File: config.mk
export PLATFORM = sky130hd
export DESIGN_NAME = pool_line_tx
export DESIGN_NICKNAME = d
export VERILOG_FILES = /design/src/rtl/pool_line_tx.sv
export SDC_FILE = /design/constraint.sdc
export NUM_CORES = 1
export LEC_CHECK = 0
export ABC_AREA = 1
export BUFFER_PORTS_ARGS = -buffer_cell sky130_fd_sc_hd__buf_2
export CAP_MARGIN = 20
export CORE_MARGIN = 2
export CORE_UTILIZATION = 55
export CTS_CLUSTER_SIZE = 40
export DETAILED_ROUTE_END_ITERATION = 8
export PLACE_DENSITY = 0.83
export REMOVE_ABC_BUFFERS = 1
export SETUP_SLACK_MARGIN = 0.05
export SLEW_MARGIN = 10
export SYNTH_ARGS = -nofsm -noshare
export SYNTH_HDL_FRONTEND = slang
export SYNTH_SLANG_ARGS = --single-unit
export TNS_END_PERCENT = 20
File: constraint.sdc
create_clock -name clk -period 5.1 [get_ports clk]
set_input_delay 0.51 -clock clk [delete_from_list [all_inputs] [get_ports clk]]
set_output_delay 0.51 -clock clk [all_outputs]
set_load 0.05 [all_outputs]
File: src/rtl/pool_line_tx.sv
// Pooled-line transmitter: snapshots the three channel line vectors when a pooled
// line completes and streams the 9 bytes over a valid/ready byte interface.
//
// state  | meaning
// IDLE   | no line pending, out_vld low, waiting for a capture event
// SEND   | line buffered, streaming bytes idx 0..8 under out_rdy backpressure
module pool_line_tx #(
  parameter int CNT_W   = 7,
  parameter int CAP_CNT = 68
) (
  input  logic             clk,
  input  logic             rst,
  input  logic             in_vld,
  input  logic [CNT_W-1:0] cnt,
  input  logic [23:0]      pool_lin_D1,
  input  logic [23:0]      pool_lin_D2,
  input  logic [23:0]      pool_lin_D3,
  output logic [7:0]       out_data,
  output logic             out_vld,
  input  logic             out_rdy,
  output logic             out_last,
  output logic [3:0]       out_idx,
  output logic             ovf,
  input  logic             ovf_clr
);

  localparam int         NBYTE    = 9;
  localparam logic [3:0] LAST_IDX = 4'(NBYTE - 1);

  localparam logic [0:0] S_IDLE = 1'b0;
  localparam logic [0:0] S_SEND = 1'b1;

  logic [0:0]         state;
  logic [8*NBYTE-1:0] shadow;
  logic [3:0]         idx;
  logic               cap_ev;
  logic               xfer;
  logic               last_xfer;
  logic               drop;

  assign cap_ev    = in_vld && (cnt == CNT_W'(CAP_CNT));
  assign xfer      = out_vld && out_rdy;
  assign last_xfer = xfer && (idx == LAST_IDX);
  // A capture only fits if the previous line drains on that very edge.
  assign drop      = (state == S_SEND) && cap_ev && !last_xfer;

  always_ff @(posedge clk) begin
    if (rst) begin
      state   <= S_IDLE;
      shadow  <= '0;
      idx     <= '0;
      out_vld <= 1'b0;
      ovf     <= 1'b0;
    end else begin
      case (state)
        S_IDLE: begin
          if (cap_ev) begin
            shadow  <= {pool_lin_D3, pool_lin_D2, pool_lin_D1};
            idx     <= '0;
            out_vld <= 1'b1;
            state   <= S_SEND;
          end
        end
        S_SEND: begin
          if (last_xfer) begin
            idx <= '0;
            if (cap_ev) begin
              shadow <= {pool_lin_D3, pool_lin_D2, pool_lin_D1};
            end else begin
              out_vld <= 1'b0;
              state   <= S_IDLE;
            end
          end else if (xfer) begin
            idx <= idx + 4'd1;
          end
        end
        default: begin
          state   <= S_IDLE;
          idx     <= '0;
          out_vld <= 1'b0;
        end
      endcase

      if (drop) begin
        ovf <= 1'b1;
      end else if (ovf_clr) begin
        ovf <= 1'b0;
      end
    end
  end

  // Output byte is a mux of registered state, so it is stable while stalled.
  always_comb begin
    out_data = 8'h00;
    for (int k = 0; k < NBYTE; k++) begin
      if (idx == 4'(k)) begin
        out_data = shadow[8*k +: 8];
      end
    end
  end

  assign out_idx  = idx;
  assign out_last = out_vld && (idx == LAST_IDX);

endmodule

== Word-level counts from Yosys, hierarchy flattened ==
Cells that the tools add are included.
Word-level totals
  memory bits (read-only): 0
  memories: 0
  register bits: 79
  latch bits: 0
  output and inout bits: 15
  memory bits (writable): 0
Operators by class
  muxes and demuxes: 25
  add/sub/neg operators: 1
  bitwise operators: 1
  shift operators: 0
  equality and inequality tests: 13
  $mul: 0
  reduce and logical (&&, ||, !) cells: 11
  order comparisons: 0
  div/mod/pow operators: 0
Operator list (count)
  2-to-1 mux 72 bit: 2
  case mux 72 bit (2 select lines): 1
  2-to-1 mux 8 bit: 9
  == test 4 x 3 -> 1 bit (second input constant): 4
  2-to-1 mux 4 bit: 3
  == test 4 x 2 -> 1 bit (second input constant): 2
  case mux 4 bit (2 select lines): 1
  == test 7 bit (second input constant): 1
  2-to-1 mux 1 bit: 7
  logical AND 1 bit: 6
  adder 4 x 1 -> 4 bit (second input constant): 1
  == test 4 x 1 -> 1 bit (second input constant): 1
  == test 4 bit (second input constant): 1
  logical NOT 4 bit: 1
  != test 2 bit (second input constant): 2
  case mux 1 bit (2 select lines): 2
  != test 3 x 1 -> 1 bit (second input constant): 1
  AND reduction 3 bit: 1
  != test 2 x 1 -> 1 bit (second input constant): 1
  AND reduction 2 bit: 1
  nonzero test 2 bit: 1
  logical NOT 1 bit: 1
  NOT 1 bit: 1

== Longest topological paths before layout ==
Gate-level depths: netlist (run 1).
  word-level depth: 10
  mapped depth: 12
  gate-level depth less buffers: 11

== Least setup slack after synthesis (run 1) ==
No wires, ideal clock.
  path kind: register -> output
  from: reg idx[1] (netlist: out_idx[1])
  to: out out_data[5]
  buffers on the path: 1
  setup slack: 2.510 ns
  arrival time: 2.080 ns
  cell stages (with the launch flop): 13
  data required time: 4.590 ns
  path through: dfxtp_1 > inv_1 > ha_1 > inv_1 > nor2_1 > inv_2 > buf_2 > nor2_1 > nor2_1 > nand2_1 > nand2_1 > nand2_1 > nand2_1
On the way
  longest elaborated chain between the ends: 10
  elaborated cells on any way between the ends: 18
Ends and longest elaborated chain
  start, declared: RTL line 35  | logic [3:0] idx;
  start signal, assigned: RTL line 74  | idx <= idx + 4'd1;
  logical NOT 4 bit: RTL line 96  | if (idx == 4'(k)) begin
  2-to-1 mux 8 bit (8 in a row): RTL line 96
  2-to-1 mux 8 bit *: RTL line 96
  end, declared: RTL line 18  | output logic [7:0] out_data,
Every way passes the cells marked *; elsewhere a longest branch is shown, timed or not.

== Worst setup path in the final report (run 1) ==
Same ends and word-level chain as after synthesis.

==> flow_summary.toml, run 1 <==
[worst_setup_path]
required_ns = 4.59
crit_family = "buffers and inverters"
worstSetupPathType = "reg2out"
critPathSlowestCell = "dfxtp_1"
critPathMaxFanout = 16
cp_slowest_stage_delay_ns = 0.45
crit_path_frequent_cell = "nand2_1"
timing.critical_path.buf_inv = 4
endpoint_kind = "primary output"
crit_chain = "inv_1, ha_1, inv_1, nor2_1, inv_2, nor2_1, nor2_1, nand2_1, nand2_1, nand2_1, nand2_1, buf_2"
start_kind = "flop"
cp_data_arrival_time_ns = 2.61

[grt]
overflow = 0
grt_pass1_wl_mm = 14.9
grtUsageTotal_pct = 24.6
grt_max_degree = 75
antenna_found_initial = 0
grt_pass1_vias = 3565

[run_status]
status = "completed"

[route]
drt_iter0_markers = 256
wl_per_cell_um = 12.4
drt_first_pass_iters = 4
wl_mm = 8.89
drc = 0
antenna_left = 0
via_per_inst = 5.11
dr_total_vias = 3673

[clock_tree]
post-cts-setup-buffer-count = 0
h-tree-depth = 3
cts-root-buf = "clkbuf_8"
cts_sinks = 79
clk-insertion-delay-late_ns = 0.35
cts_resized = 0
ctsHoldBuffers = 0
path_clk_slew_ns = 0.08
cts_buffer_depth = 2
numCtsBuffers = 9
cts_tree = "built"

[timing]
rsz0062_at_grt = "false"
max_freq_ghz = 0.320
setup_viol = 0
drv_slew = 0
fin_crit_ns = 3.12
final.period_utilization_pct = 61.2
hold_ws_ns = 0.387
setup_tns_ns = 0
hold_violations = 0
skew_ns = 0.00712
relSlewSlack_pct = 34.2
tightestPinTransition_ns = 0.985

[placement]
gp_congestion = 0.950
portBuffers = 98
dp_hpwl_mm = 6.01

[floorplan]
dieHeight_um = 87.0
initial_core_util_pct = 56.4
die_area_um2 = 7580
die_w_um = 87.0
fp.coreArea_um2 = 6720
rows = 30
ios = 99

[synth]
netlist_area_um2 = 3790
ys_ff_latch = 79
synth_cells = 554
synth_edf_count = 0
synth.avg_cell_area_um2 = 6.85
synth_cell_types = 28
ys.flop_type = "dfxtp_1"
synthArstFlopShare_pct = 0
yosys_warnings = 0
synth_seq_area_share_pct = 41.7

[power_and_ir_drop]
leakagePower_nw = 1.91
power_density_nw_per_um2 = 258
max-vdd-ir-drop_uv = 143

[hold_path]
hold_path.class = "in2reg"

[finish]
syn2layout_area_growth_pct = 14.5
diodes = 0
drive_gt1_share_pct = 21.6
finalNetCount = 722

[flow_run]
max_cap_violations = 0
[cell usage after synthesis (4+ instances only)]
| cell type | number | area (um^2) |
|---|---|---|
| a21oi_1 | 6 | 30.0 |
| buf_2 | 4 | 20.0 |
| buf_6 | 15 | 169 |
| clkbuf_1 | 10 | 37.5 |
| dfxtp_1 | 79 | 1580 |
| ha_1 | 4 | 50.1 |
| inv_1 | 28 | 105 |
| inv_2 | 4 | 15.0 |
| nand2_1 | 89 | 334 |
| nand3_1 | 28 | 140 |
| nand4_1 | 14 | 87.6 |
| nor2_1 | 167 | 627 |
| o21ai_0 | 17 | 85.1 |
| o21ai_1 | 61 | 305 |
| or2_2 | 10 | 62.6 |
[metal layers]
metal | global-route usage (%) | share of wire, % | up-vias
li1 | - | - | 1932
met1 | 29.8 | 43 | 1604
met2 | 41.6 | 49 | 114
met3 | 3.98 | 5.5 | 23
met4 | 13.2 | 2.4 | 0
met5 | 0 | 0 | -
[cell families (layout without fill, tap and decap cells)]
kind of cell	after synthesis	after routing	synth area share, %
compound gates	87	87	11.7
fa+ha+maj	4	4	1.32
buf+inv	64	149	9.57
flops	79	79	41.7
simple gates	320	320	35.7
[registers in the layout, indices dropped and copies added, names as in the netlist]
name and cells:
state 1, out_idx 4, shadow 72, out_vld 1, ovf 1
[tightest hold or removal path, stage by stage]
cell,delay [ns]
buf_2,0.07
o21ai_1,0.05
nor2_1,0.07
[path summary, 6_finish.rpt]
kind / start / to / slack (ns) / cells past startpoint
max: out_idx[1]$_SDFFE_PP0P_ / out_data[5] / 1.98 / 12
min: pool_lin_D3[2] / shadow[50]$_SDFFE_PP0P_ / 0.39 / 3
max reg2reg: out_idx[0]$_SDFFE_PP0P_ / shadow[40]$_SDFFE_PP0P_ / 2.41 / 10
min reg2reg: shadow[2]$_SDFFE_PP0P_ / shadow[2]$_SDFFE_PP0P_ / 0.47 / 2
[layout by cell type, fill, tap and decap left out, types with 4 or more instances in the layout]
master,Yosys,final
inv_1,28,28
clkbuf_8,0,11
or2_2,10,10
ha_1,4,4
o21ai_0,17,17
buf_2,4,98
nand3_1,28,28
a21oi_1,6,6
nand2_1,89,89
nor2_1,167,167
dfxtp_1,79,79
nand4_1,14,14
o21ai_1,61,61
clkinvlp_4,0,4
inv_2,4,5
[layout make-up]
cell class	count	area, um^2
tap	80	100
timing repair buffer	99	498
fill	608	2380
inverter	34	129
clock buffer	12	155
sequential	79	1580
multi-input combinational	411	1850
clock inverter	4	30.0
[metrics by stage]
stage	total power [W]	std cells	cell area (um^2)	util [%]	setup slack (ns)
floorplan	0.000660	524	3560	-	1.68
global placement	0.000697	703	4160	61.9	2.56
detailed placement	0.000699	703	4160	61.9	2.43
CTS	0.00112	719	4340	64.6	2.02
global route	0.00116	719	4340	64.6	1.77
finish	0.00112	719	4340	64.6	1.98
[report_power, final]
part,total [W],internal (W),switching (W),leakage (nW)
Combinational,0.0000648,0.0000328,0.0000321,1.19
Sequential,0.000620,0.000619,0.00000115,0.636
Clock,0.000435,0.000203,0.000232,0.0809
Total,0.00112,0.000855,0.000265,1.91
Power figures use the tool's default switching activity.
==> run 2, diff against run 1 <==
Settings changed: CORE_UTILIZATION 55 to 53, PLACE_DENSITY 0.83 to 0.8.
Clock period 5.1 ns to 3 ns, I/O delays scaled along.
==> run 2 against run 1 <==
Via count is 0.52% higher. Total power increased by 75%. First-iteration DRC count decreased by 1.6%. Hold slack lost 0.20 ns. Count of clock-buffer cells in the layout did not move. Highest routed layer unchanged. Critical endpoint is now out_data[2]. Largest cell class unchanged. Sequential share of layout area decreased by 0.62 points. Critical path type unchanged.
==> flow_summary.toml, run 2 (synthesized netlist as in run 1, its figures left out) <==
[clock_tree]
cts_tree = "built"
cts_sinks = 79
cts_resized = 0
path_clk_slew_ns = 0.08
cts_buffer_depth = 2
cts-root-buf = "clkbuf_8"
h-tree-depth = 3
numCtsBuffers = 9
post-cts-setup-buffer-count = 0
ctsHoldBuffers = 0
clk-insertion-delay-late_ns = 0.35

[finish]
top_register = "shadow"
largest_reg_flops = 72
mostFrequentLayoutCells = "nor2_1, buf_2, nand2_1"
stdcell_area_um2 = 4420
fillers = 628
diodes = 0
multiInputGateArea_um2 = 1860
drive_gt1_share_pct = 22.1
syn2layout_area_growth_pct = 16.5
final_common_cell = "nor2_1"
finalNetCount = 723
register_area_um2 = 1580

[timing]
skew_ns = 0.00689
fin_crit_ns = 2.71
setup_tns_ns = 0
tightestPinTransition_ns = 0.963
final.period_utilization_pct = 90.4
setup_viol = 0
drv_slew = 0
relSlewSlack_pct = 35.8
max_freq_ghz = 0.369
rsz0062_at_grt = "false"
hold_violations = 0
hold_ws_ns = 0.185

[route]
wl_mm = 8.86
via_per_inst = 5.02
wl_per_cell_um = 12.1
drt_first_pass_iters = 4
antenna_left = 0
drc = 0
drt_iter0_markers = 252
dr_total_vias = 3692

[grt]
antenna_found_initial = 0
grt_pass1_vias = 3336
grt_max_degree = 75
overflow = 0
grt_pass1_wl_mm = 14.8
grtUsageTotal_pct = 24.4

[hold_path]
hold_path.class = "in2reg"
min-delay-start = "pool_lin_D3[22]"
min_to = "shadow[70]$_SDFFE_PP0P_"
hold_depth = 3

[floorplan]
ios = 99
dieHeight_um = 88.6
fp.coreArea_um2 = 6870
die_w_um = 88.6
initial_core_util_pct = 55.2
die_area_um2 = 7850
rows = 30

[worst_setup_path]
timing.rr.start = "out_idx[0]$_SDFFE_PP0P_"
worstSetupPathType = "reg2out"
cp_data_arrival_time_ns = 2.41
timing.rr.end = "shadow[5]$_SDFFE_PP0P_"
endpoint_kind = "primary output"
rrSetupSlack_ns = 0.77
start_kind = "flop"
critPathSlowestCell = "dfxtp_1"
crit_family = "simple AND/OR/NAND/NOR gates"
crit_chain = "nor2_4, nand2_1, inv_1, nand2_1, nand4_1, nand2_1, nand2_1, nand2_1, nand2_1, buf_2"
reg2regPathDepth = 11
timing.critical_path.buf_inv = 2
required_ns = 2.70
cp_slowest_stage_delay_ns = 0.42
critPathMaxFanout = 18
crit_path_frequent_cell = "nand2_1"

[flow_run]
max_cap_violations = 0

[power_and_ir_drop]
leakagePower_nw = 1.94
max-vdd-ir-drop_uv = 256
power_density_nw_per_um2 = 443

[placement]
placed_area_um2 = 4210
portBuffers = 98
dp_hpwl_mm = 6.17
gp_congestion = 0.888

[run_status]
status = "completed"
## run 2: layer usage
metal / global-route usage, % / wire length, um / vias to the layer above
li1: - / - / 1929
met1: 30.4 / 3820 / 1609
met2: 40.5 / 4270 / 125
met3: 4.85 / 491 / 29
met4: 11.7 / 280 / 0
met5: 0 / 0 / -
## run 2: cell type report
type / count / area share (%)
clock buffer: 12 / 3.51
clock inverter: 3 / 0.963
timing repair buffer: 100 / 12.0
inverter: 34 / 2.97
tap: 96 / 2.72
multi-input combinational: 411 / 42.0
sequential: 79 / 35.8
## run 2: worst max path at each step
stage / from / end / slack (ns) / cells past startpoint
6_report: out_idx[2]$_SDFFE_PP0P_ / out_data[2] / 0.29 / 10
5_1_grt: out_idx[2]$_SDFFE_PP0P_ / out_data[2] / 0.05 / 10
4_1_cts: out_idx[1]$_SDFFE_PP0P_ / out_data[2] / 0.14 / 11
3_5_place_dp: out_idx[1]$_SDFFE_PP0P_ / out_data[2] / 0.60 / 11
2_1_floorplan: out_idx[0]$_SDFFE_PP0P_ / shadow[0]$_SDFFE_PP0P_ / -0.42 / 10
3_3_place_gp: out_idx[0]$_SDFFE_PP0P_ / out_data[3] / 0.68 / 11
## run 2: through the flow
step	power (W)	utilization, %	instances	setup slack, ns
2_1_floorplan	0.00112	-	524	-0.421
3_3_place_gp	0.00119	61.3	720	0.679
3_5_place_dp	0.00119	61.3	720	0.603
4_1_cts	0.00196	64.2	735	0.143
5_1_grt	0.00204	64.3	735	0.0517
6_report	0.00196	64.3	735	0.289
## run 2: report_power, final
part	leakage (nW)	internal, W	total (W)	switching [W]
combinational	1.20	0.0000557	0.000109	0.0000531
clock	0.0985	0.000425	0.000795	0.000370
sequential	0.636	0.00105	0.00105	0.00000216
## run 2: worst min-delay path: stages
cell and delay [ns]:
buf_2 0.08, o21ai_1 0.05, nor2_1 0.07
